**src/rtl/pll_reset_sequencer.sv**
```systemverilog
// pll_reset_sequencer
//   Drives the PLL reset and watches its lock output. Each attempt holds
//   PLL_RST for a minimum time and then waits, with a timeout, for lock. It
//   retries a bounded number of times before entering a terminal FAIL state.
//   Lock must stay stable for a set time before the downstream reset is
//   released. Any loss of lock after that point restarts the whole sequence.
//   The block runs on the free-running PLL input clock.
//
// Ports
//   CLKIN1        in   free-running reference clock (PLL input clock)
//   RST           in   synchronous active-high reset
//   LOCKED        in   PLL lock, asynchronous; two-flop synchronised internally
//   PLL_RST       out  reset to the PLL, high in HOLD and FAIL
//   SYS_RST       out  downstream reset, low only in RUN
//   READY         out  high only in RUN
//   FAIL          out  high only in FAIL
//   RETRY_CNT     out  retries consumed in the current sequence
//   LOCK_LOSS_CNT out  lock-loss events from RELEASE/RUN, saturating at 255
//   STATE         out  HOLD=0 WAIT_LOCK=1 STABLE=2 RELEASE=3 RUN=4 FAIL=5
module pll_reset_sequencer #(
  parameter int unsigned RST_HOLD_CYCLES      = 16,
  parameter int unsigned LOCK_TIMEOUT_CYCLES  = 65536,
  parameter int unsigned LOCK_STABLE_CYCLES   = 256,
  parameter int unsigned RELEASE_DELAY_CYCLES = 64,
  parameter int unsigned MAX_RETRIES          = 7,
  parameter int unsigned CNT_W                = 17
) (
  input  logic       CLKIN1,
  input  logic       RST,
  input  logic       LOCKED,
  output logic       PLL_RST,
  output logic       SYS_RST,
  output logic       READY,
  output logic       FAIL,
  output logic [3:0] RETRY_CNT,
  output logic [7:0] LOCK_LOSS_CNT,
  output logic [2:0] STATE
);

  typedef enum logic [2:0] {
    S_HOLD      = 3'd0,
    S_WAIT_LOCK = 3'd1,
    S_STABLE    = 3'd2,
    S_RELEASE   = 3'd3,
    S_RUN       = 3'd4,
    S_FAIL      = 3'd5
  } state_t;

  localparam logic [CNT_W-1:0] L_HOLD_LAST    = CNT_W'(RST_HOLD_CYCLES - 1);
  localparam logic [CNT_W-1:0] L_TIMEOUT_LAST = CNT_W'(LOCK_TIMEOUT_CYCLES - 1);
  localparam logic [CNT_W-1:0] L_STABLE_LAST  = CNT_W'(LOCK_STABLE_CYCLES - 1);
  localparam logic [CNT_W-1:0] L_RELEASE_LAST = CNT_W'(RELEASE_DELAY_CYCLES - 1);
  localparam logic [3:0]       L_MAX_RETRIES  = 4'(MAX_RETRIES);

  state_t           r_state;
  logic [CNT_W-1:0] r_cnt;
  logic [3:0]       r_retry;
  logic [7:0]       r_llc;
  logic             r_lock_meta;
  logic             r_lock_s;

  state_t           w_state_nxt;
  logic             w_retry_inc;
  logic             w_retry_clr;
  logic             w_lock_loss;

  // LOCKED is asynchronous to CLKIN1; only r_lock_s is used by the FSM.
  always_ff @(posedge CLKIN1) begin
    if (RST) begin
      r_lock_meta <= 1'b0;
      r_lock_s    <= 1'b0;
    end else begin
      r_lock_meta <= LOCKED;
      r_lock_s    <= r_lock_meta;
    end
  end

  always_comb begin
    w_state_nxt = r_state;
    w_retry_inc = 1'b0;
    w_retry_clr = 1'b0;
    w_lock_loss = 1'b0;
    case (r_state)
      S_HOLD: begin
        if (r_cnt == L_HOLD_LAST) w_state_nxt = S_WAIT_LOCK;
      end
      S_WAIT_LOCK: begin
        // Lock seen in the timeout cycle still wins over the retry.
        if (r_lock_s) begin
          w_state_nxt = S_STABLE;
        end else if (r_cnt == L_TIMEOUT_LAST) begin
          if (r_retry < L_MAX_RETRIES) begin
            w_retry_inc = 1'b1;
            w_state_nxt = S_HOLD;
          end else begin
            w_state_nxt = S_FAIL;
          end
        end
      end
      S_STABLE: begin
        if (!r_lock_s)                   w_state_nxt = S_WAIT_LOCK;
        else if (r_cnt == L_STABLE_LAST) w_state_nxt = S_RELEASE;
      end
      S_RELEASE: begin
        if (!r_lock_s) begin
          w_state_nxt = S_HOLD;
          w_lock_loss = 1'b1;
        end else if (r_cnt == L_RELEASE_LAST) begin
          w_state_nxt = S_RUN;
          w_retry_clr = 1'b1;
        end
      end
      S_RUN: begin
        if (!r_lock_s) begin
          w_state_nxt = S_HOLD;
          w_lock_loss = 1'b1;
        end
      end
      S_FAIL: begin
        w_state_nxt = S_FAIL;
      end
      default: begin
        w_state_nxt = S_HOLD;
      end
    endcase
  end

  always_ff @(posedge CLKIN1) begin
    if (RST) begin
      r_state <= S_HOLD;
      r_cnt   <= '0;
      r_retry <= '0;
      r_llc   <= '0;
    end else begin
      r_state <= w_state_nxt;
      // Every state transition restarts the shared counter at zero.
      if (w_state_nxt != r_state) r_cnt <= '0;
      else                        r_cnt <= r_cnt + 1'b1;
      if (w_retry_clr)      r_retry <= '0;
      else if (w_retry_inc) r_retry <= r_retry + 1'b1;
      if (w_lock_loss && (r_llc != 8'hFF)) r_llc <= r_llc + 1'b1;
    end
  end

  always_comb begin
    PLL_RST       = (r_state == S_HOLD) || (r_state == S_FAIL);
    SYS_RST       = (r_state != S_RUN);
    READY         = (r_state == S_RUN);
    FAIL          = (r_state == S_FAIL);
    RETRY_CNT     = r_retry;
    LOCK_LOSS_CNT = r_llc;
    STATE         = r_state;
  end

endmodule

```
**config.mk**
```make
export PLATFORM = sky130hd
export DESIGN_NAME = pll_reset_sequencer
export DESIGN_NICKNAME = d
export VERILOG_FILES = /design/src/rtl/pll_reset_sequencer.sv
export SDC_FILE = /design/constraint.sdc
export NUM_CORES = 1
export LEC_CHECK = 0
export CORE_UTILIZATION = 30
export CTS_BUF_LIST = sky130_fd_sc_hd__clkbuf_16
export CTS_CLUSTER_SIZE = 20
export DETAILED_ROUTE_END_ITERATION = 6
export REMOVE_ABC_BUFFERS = 1
export SLEW_MARGIN = 10
export SYNTH_ARGS = -nofsm -noshare
export SYNTH_HDL_FRONTEND = slang
export SYNTH_SLANG_ARGS = --single-unit
```
**constraint.sdc**
```tcl
create_clock -name CLKIN1 -period 3 [get_ports CLKIN1]
set_input_delay 0.45 -clock CLKIN1 [delete_from_list [all_inputs] [get_ports CLKIN1]]
set_output_delay 0.45 -clock CLKIN1 [all_outputs]
set_load 0.005 [all_outputs]
```
# [Word level (Yosys, flattened, before mapping)]
# Cells that the tools add are included.
[totals] reg_bits=34 word_cells=47 output_inout_bits=19 latch_bits=0 n_memories=0 rom_bits=0 ramBits=0 inputBits=3
[op_classes] n_div=0 shift=0 bitwise_logic=0 reduce_logical=6 mul=0 add_sub_neg=3 n_eq_ne=12 n_mux=19 magnitude_cmp=1
[op_table] cell="$mux W3" n=9
[op_table] cell="$pmux W3 S6" n=1
[op_table] cell="$add A17 B1 Y17 const B" n=1
[op_table] cell="$eq A17 B16 Y1 const B" n=1
[op_table] cell="$eq A17 B4 Y1 const B" n=1
[op_table] cell="$eq A17 B6 Y1 const B" n=1
[op_table] cell="$eq A17 B8 Y1 const B" n=1
[op_table] cell="$mux W1" n=9
[op_table] cell="$add A8 B1 Y8 const B" n=1
[op_table] cell="$ne A8 B8 Y1 const B" n=1
[op_table] cell="$eq A3 B2 Y1 const B" n=2
[op_table] cell="$eq A3 B3 Y1 const B" n=2
[op_table] cell="$reduce_or A2 Y1" n=3
[op_table] cell="$add A4 B1 Y4 const B" n=1
[op_table] cell="$lt A4 B3 Y1 const B" n=1
[op_table] cell="$eq A3 B1 Y1 const B" n=1
[op_table] cell="$logic_not A3 Y1" n=1
[op_table] cell="$ne A3 B3 Y1" n=1
[op_table] cell="$ne A3 B3 Y1 const B" n=1
[op_table] cell="$logic_and A1 B1 Y1" n=1
[op_table] cell="$logic_or A1 B1 Y1" n=1

# [Depth between registers and ports, before layout]
# Gate-level depths: netlist (run 1).
[depth] depth_word=7 mapped_depth=10 ltp_nobuf=8

# [Worst setup path before layout (run 1)]
# OpenSTA, ideal clock, no wires.
[synth_timing] kind="register to register" from="reg r_cnt[4]" to="reg r_cnt[10]" period_less_slack_ns=2.273 path_stages_with_launch=11 setup_time_ns=0.130 n_path_buf=2 slack_ns=0.727 arrival_ns=2.143 path_cell_list="dfxtp_1 buf_2 and4_1 nand3_1 nor4_1 ha_1 a21oi_1 o311a_1 nand2_1 clkbuf_1 nor3_1"
[synth_via] elab_chain_len=6 word_cells_on_any_way=15 classes_between="add/sub: 1; eq/ne: 5; mux: 8; reduce/logical: 1"
[synth_lines] element="from (decl)" line_no="56" text="logic [CNT_W-1:0] r_cnt;"
[synth_lines] element="from (signal assigned)" line_no="138" text="else r_cnt <= r_cnt + 1'b1;"
[synth_lines] element="$eq A17 B6 Y1 (tied with other cells)" line_no="108" text="end else if (r_cnt == L_RELEASE_LAST) begin"
[synth_lines] element="$mux W3 (on tied branches)" line_no="108, 102, 91"
[synth_lines] element="$mux W3 (on tied branches)" line_no="105, 101, 89"
[synth_lines] element="$pmux W3 S6" line_no="83" text="case (r_state)"
[synth_lines] element="$ne A3 B3 Y1" line_no="137" text="if (w_state_nxt != r_state) r_cnt <= '0;"
[synth_lines] element="$reduce_or A2 Y1 (no source line)"
# Several ways; a longest one is shown, not always the timed one.
# A chain may end at the register's enable or synchronous reset.

# [Final worst setup path (run 1)]
[layout_timing] from="reg r_cnt[4]" to="reg r_cnt[9]"
# The elaborated chain is that of the path after synthesis.

==> reports/summary.txt, run 1 <==
Most common cell in the synthesized netlist: dfxtp_1
DR iter-0 viols: 71
Post-route design area: 2180 µm²
Initial antenna violation count: 0
CTS tree: done
Final-stage net count: 227
DRC viols: 0
Via/cell ratio: 4.87
Post-synthesis instance area: 1710 µm²
Highest-delay cell along the critical path: nand2_1
Min cycle time layout: 2.52 ns
Sequential fraction of the synthesis area: 0.397
Vias in the first global route: 1303
Number of max-cap violations: 0
Net load switching power: 0.209 mW
Min-delay worst type: reg2reg
Power Internal: 0.943 mW
Setup violators final: 0
Post-cts resize count: 0
Worst reg2reg path startpoint: r_cnt[4]
Clock Latency Late Sink: 0.28 ns
Root buf cell: clkbuf_16
Final Hold Vio Count: 0
WP data arrival: 2.66 ns
Synth top area cells: dfxtp_1, xnor2_1, nor3_1, nor2_1, xor2_1
Hold WS: 0.441 ns
Clock-pin transition on the worst setup and hold timing paths: 0.06 ns
Combinational share of power: 0.017
Worst-margin pin slew: 0.805 ns
RSZ-0062 raised after global routing: false
Slew HR: 0.459
Kind of critical path: reg2reg
Clk_skew: 0.00484 ns
PwrDens: 528 nW/µm²
Core area: 5510 µm²
Synth unique cells: 39
Crit path buf inv count: 0
Overall power: 1.15 mW
Setup TNS Final: 0 ns
R2R setup slack: 0.48 ns
Top post-synthesis cells by count: dfxtp_1, nor2_1, nor3_1, xnor2_1, nand2_1
Area grow syn2layout: 27.2%
Largest fanout on the critical path: 17
Share of the synthesized area in the top cell type: 0.397
Chip height: 77.6 µm
Dpl hpwl: 2.37 mm
Largest net degree at the start of global routing: 18
Placed cell area: 1990 µm²
Overflow left after global routing: 0
Share of cells above drive strength 1: 0.0724
Starting Density: 0.311
Num CTS Buffers: 5
Post-CTS setup buffers: 0
Global-route wire length before repair: 6.04 mm
CTS Sinks: 34
Drt first pass iters: 6
Clock power share: 0.582
Clock buffer depth: 2
Worst Setup End Kind: flop
Yosys Warn Count: 0
Leakage power: 0.729 nW
Post-synth EDFFs: 0
Critical path origin: r_cnt[4]
Syn Area/Cell: 8.65 µm²
Critical Path Max Stage Delay: 0.45 ns
Post-Route WL: 3.45 mm
Status: completed
Sw Share: 0.181
DR vias: 1427
Gr busiest metal: met2
Crit path cell chain: and4_1 -> nand3_1 -> nor4_1 -> ha_1 -> a21oi_1 -> o311a_1 -> nand2_1 -> nor3_1
I/O Buffers: 21
Post-synthesis cell count: 198
CP startpoint kind: flop
Ports: 22
Tcrit/Tclk final: 0.841
Delay-heaviest family, CP: simple AND/OR/NAND/NOR gates
WL/cell: 11.8 µm
Fill cells: 561
Peak Freq: 396 MHz
Row count: 27
Slew Limit Fails: 0
RePlAce Congestion: 0.766
Worst IR Drop VDD: 0.000246 V
Sequential power share: 0.401
Synth Register Bits: 34
Final ANT Viol Nets: 0
Die width: 77.6 µm
Layout Cells excl Fill: 293
Total track usage: 0.126
Cell accounting for the most synthesized area: dfxtp_1
CP Data Required Time: 3.14 ns
Placed cells: 285
# hold bufs at CTS: 0
Antenna cells: 0
M3 GR Usage: 0.0353
Ys async rst share: 0
M1 GR Usage: 0.167
Hold Crit Start: r_lock_meta
Grt met2 use: 0.192
H-tree depth: 2
Top_reg_cell synth: dfxtp_1
Die area: 6020 µm²
kinds of logic (layout without fill, tap and decap cells):
kind of cell               Yosys count  count (layout)  synth area share
AOI/OAI and AO/OA                   21              21            0.0898
xor gates and xnor gates            22              22             0.112
adders and majority gates            4               4            0.0292
buffers and inverters               13              36            0.0380
DFF                                 34              34             0.397
muxes                                1               1           0.00584
and+or+nand+nor                    103             103             0.327
layout make-up:
class                   instances  area [µm²]  share of cell area
clock inverters                 3        68.8              0.0316
flip-flops and latches         34         681               0.312
clock buffers                   5         125              0.0574
repair buffers                 24         233               0.107
multi-input cells             151         967               0.444
inverters                       4        15.0             0.00689
well taps                      72        90.1              0.0413
sequential cells by signal, summed over array words and instances, names as in the netlist:
name           count
STATE              3
LOCK_LOSS_CNT      8
r_cnt             17
RETRY_CNT          4
r_lock_meta        1
r_lock_s           1
layer usage:
metal  wire (µm)  vias up  part of all wire
met5           0        -                 0
met1        1750      654              0.51
li1            -      751                 -
met4          17        0            0.0049
met2        1580       18              0.46
met3          96        4             0.028
worst reg2reg max path: stages (launching register included):
cell and delay, ns:
dfxtp_1 0.43, and4_1 0.27, nand3_1 0.12, nor4_1 0.34, ha_1 0.27, a21oi_1 0.08, o311a_1 0.30, nand2_1 0.45
nor3_1 0.12
cells in the final DEF, fill, tap and decap left out, types with 3 or more instances in the layout:
cell	instances
nand2b_1	5
nand3_1	8
dfxtp_1	34
nor4_1	7
nand4_1	6
or3_1	3
clkdlybuf4s50_1	21
a21oi_1	6
nor2_1	24
clkbuf_16	5
xor2_1	6
nor3_1	18
nand2_1	13
buf_4	3
xnor2_1	16
o21ai_0	5
nor2b_1	3
inv_1	4
ha_1	4
power groups by stage:
stage	clock, mW	combinational, mW	sequential, mW
floorplan	0	0.0112	0.470
global placement	0	0.0199	0.471
detailed placement	0	0.0203	0.471
CTS	0.681	0.0204	0.461
global route	0.702	0.0227	0.462
finish	0.670	0.0199	0.462
path summary, 6_finish.rpt:
| kind | endpoint | cells past startpoint |
|---|---|---|
| max | r_cnt[9] | 8 |
| min | r_lock_s | 1 |
| max reg2reg | r_cnt[9] | 8 |
| min reg2reg | r_lock_s | 1 |
per-stage QoR:
step | setup slack (ns) | utilization
4_1_cts | 0.437 | 0.396
3_3_place_gp | 0.529 | 0.361
5_1_grt | 0.173 | 0.396
6_report | 0.477 | 0.396
2_1_floorplan | 0.816 | -
3_5_place_dp | 0.450 | 0.361
Power figures use the tool's default switching activity.
==> run 2: changes to the inputs <==
- clock period: 3 -> 2.1 ns (I/O delays scaled with it)
==> reports/summary.txt, run 2 (synthesis results as in run 1) <==
Status: completed
Final ANT Viol Nets: 0 (unchanged)
Layout Cells excl Fill: 313 (+6.8%)
Worst-margin pin slew: 0.393 ns (-0.412 ns)
RSZ-0062 raised after global routing: true
Clock-pin transition on the worst setup and hold timing paths: 0.05 ns (about the same)
Area grow syn2layout: 38.2%
Pre-CTS setup slack: 0.0486 ns (-0.401 ns)
Tcrit/Tclk final: 0.992 (+0.151)
Slew Limit Fails: 0 (unchanged)
# hold bufs at CTS: 0 (unchanged)
Kind of critical path: reg2reg
Most common cell after layout, fill and taps aside: dfxtp_1
Overflow left after global routing: 0 (unchanged)
PwrDens: 591 nW/µm² (+12%)
Via/cell ratio: 4.94 (+1.4%)
Initial antenna violation count: 0 (unchanged)
I/O Buffers: 21 (unchanged)
Peak Freq: 480 MHz (+21%)
Reg with most FFs: r_cnt
CP startpoint kind: flop
Chip height: 77.6 µm (unchanged)
DRC viols: 0 (unchanged)
Highest-count cells in the layout ignoring fill and taps: dfxtp_1, nor2_1, clkdlybuf4s50_1
Worst IR Drop VDD: 0.000363 V (+48%)
Number of max-cap violations: 0 (unchanged)
DR vias: 1545 (+8.3%)
Worst Setup End Kind: flop
Die area: 6020 µm² (unchanged)
Hold WS: 0.454 ns (+0.0130 ns)
Dpl hpwl: 2.70 mm (+14%)
Post-Route WL: 3.96 mm (+15%)
Drt first pass iters: 4 (-2)
Root buf cell: clkbuf_16
Leakage power: 0.827 nW (+13%)
Final Hold Vio Count: 0 (unchanged)
CTS Sinks: 34 (unchanged)
Total track usage: 0.134 (+0.00794)
Clock Latency Late Sink: 0.28 ns (about the same)
Setup violators final: 0 (unchanged)
Worst setup margin: 0.0177 ns (-0.459 ns)
Largest fanout on the critical path: 8 (-9)
RePlAce Congestion: 0.817 (+6.6%)
WL/cell: 12.6 µm (+7.3%)
Slew HR: 0.738 (+0.278)
Vias in the first global route: 1360 (+4.4%)
Final-stage net count: 247 (+8.8%)
Placed cells: 301 (+5.6%)
Ports: 22 (unchanged)
WP data arrival: 2.25 ns (-0.41 ns)
Die width: 77.6 µm (unchanged)
Core area: 5510 µm² (unchanged)
Clock buffer depth: 2 (unchanged)
Antenna cells: 0 (unchanged)
Row count: 27 (unchanged)
Min-delay worst type: reg2reg
Largest net degree at the start of global routing: 18 (unchanged)
Min cycle time layout: 2.08 ns (-0.441 ns)
CTS tree: done
DR iter-0 viols: 94 (+32%)
H-tree depth: 2 (unchanged)
Largest register FFs: 17 (unchanged)
CP Data Required Time: 2.27 ns (-0.87 ns)
Global-route wire length before repair: 6.35 mm (+5.2%)
Starting Density: 0.311 (unchanged)
Num CTS Buffers: 5 (unchanged)
Clk_skew: 0.00227 ns (-0.00257 ns)
Share of cells above drive strength 1: 0.195 (+0.123)
==> run 2: cell types whose count changed in the layout (fill, tap and decap cells not counted), moves of 2 or more <==
cell	before	now
ha_1	4	2
buf_12	0	2
bufinv_16	2	0
dfxtp_1	34	30
buf_4	3	20
dfxtp_2	0	4
==> run 2: repair_timing <==
item / CTS / global route
setup endpoints to repair: 0 / 18
gates resized for setup: 0 / 13
buffers inserted: 0 / 3
==> run 2: critical path, stage by stage (launching register included) <==
cell and delay [ns]:
dfxtp_2 0.33, and4_4 0.24, nand3_2 0.09, nor4_2 0.28, ha_2 0.24, a211o_1 0.14, o2111ai_2 0.16, a31oi_4 0.25
clkbuf_16 0.20, nor3b_1 0.05
==> run 2: worst paths after layout <==
kind,cells after the start,end,slack (ns),start
worst max-delay path,9,r_cnt[1],0.02,r_cnt[4]
worst min-delay path,1,r_lock_s,0.45,r_lock_meta
worst max register to register,9,r_cnt[1],0.02,r_cnt[4]
worst min register to register,1,r_lock_s,0.45,r_lock_meta
==> run 2: area by class of cell <==
cell class / instances / area [µm²]
clock buffer: 5 / 125
clock inverter: 3 / 16.3
fill: 541 / 3140
inverter: 4 / 15.0
multi-input combinational: 151 / 1010
sequential: 34 / 686
tap: 72 / 90.1
timing repair buffer: 44 / 425
==> run 2: power breakdown <==
part / internal, mW / switching, mW / total (mW)
Clock: 0.432 / 0.266 / 0.698
Sequential: 0.653 / 0.00855 / 0.662
Combinational: 0.0206 / 0.0178 / 0.0384
==> run 2: metal layers <==
layer | vias to the layer above | global-route usage | share of wire
met5 | - | 0 | 0
met4 | 0 | 0.0679 | 0.023
li1 | 794 | - | -
met1 | 716 | 0.165 | 0.48
met2 | 27 | 0.218 | 0.47
met3 | 8 | 0.0318 | 0.031
==> run 2: metrics by stage <==
stage | total power [mW] | setup TNS (ns) | cell area [µm²] | util
floorplan | 0.688 | -0.725 | 1660 | -
global placement | 0.709 | 0 | 2130 | 0.387
detailed placement | 0.709 | 0 | 2130 | 0.387
CTS | 1.41 | 0 | 2270 | 0.413
global route | 1.45 | -0.902 | 2370 | 0.430
finish | 1.40 | 0 | 2370 | 0.430
==> run 3: changes to the inputs <==
- CTS_CLUSTER_DIAMETER: unset -> 50
==> results of run 3 <==
Same layout as run 2: the final DEF is identical, and so are final timing and power.
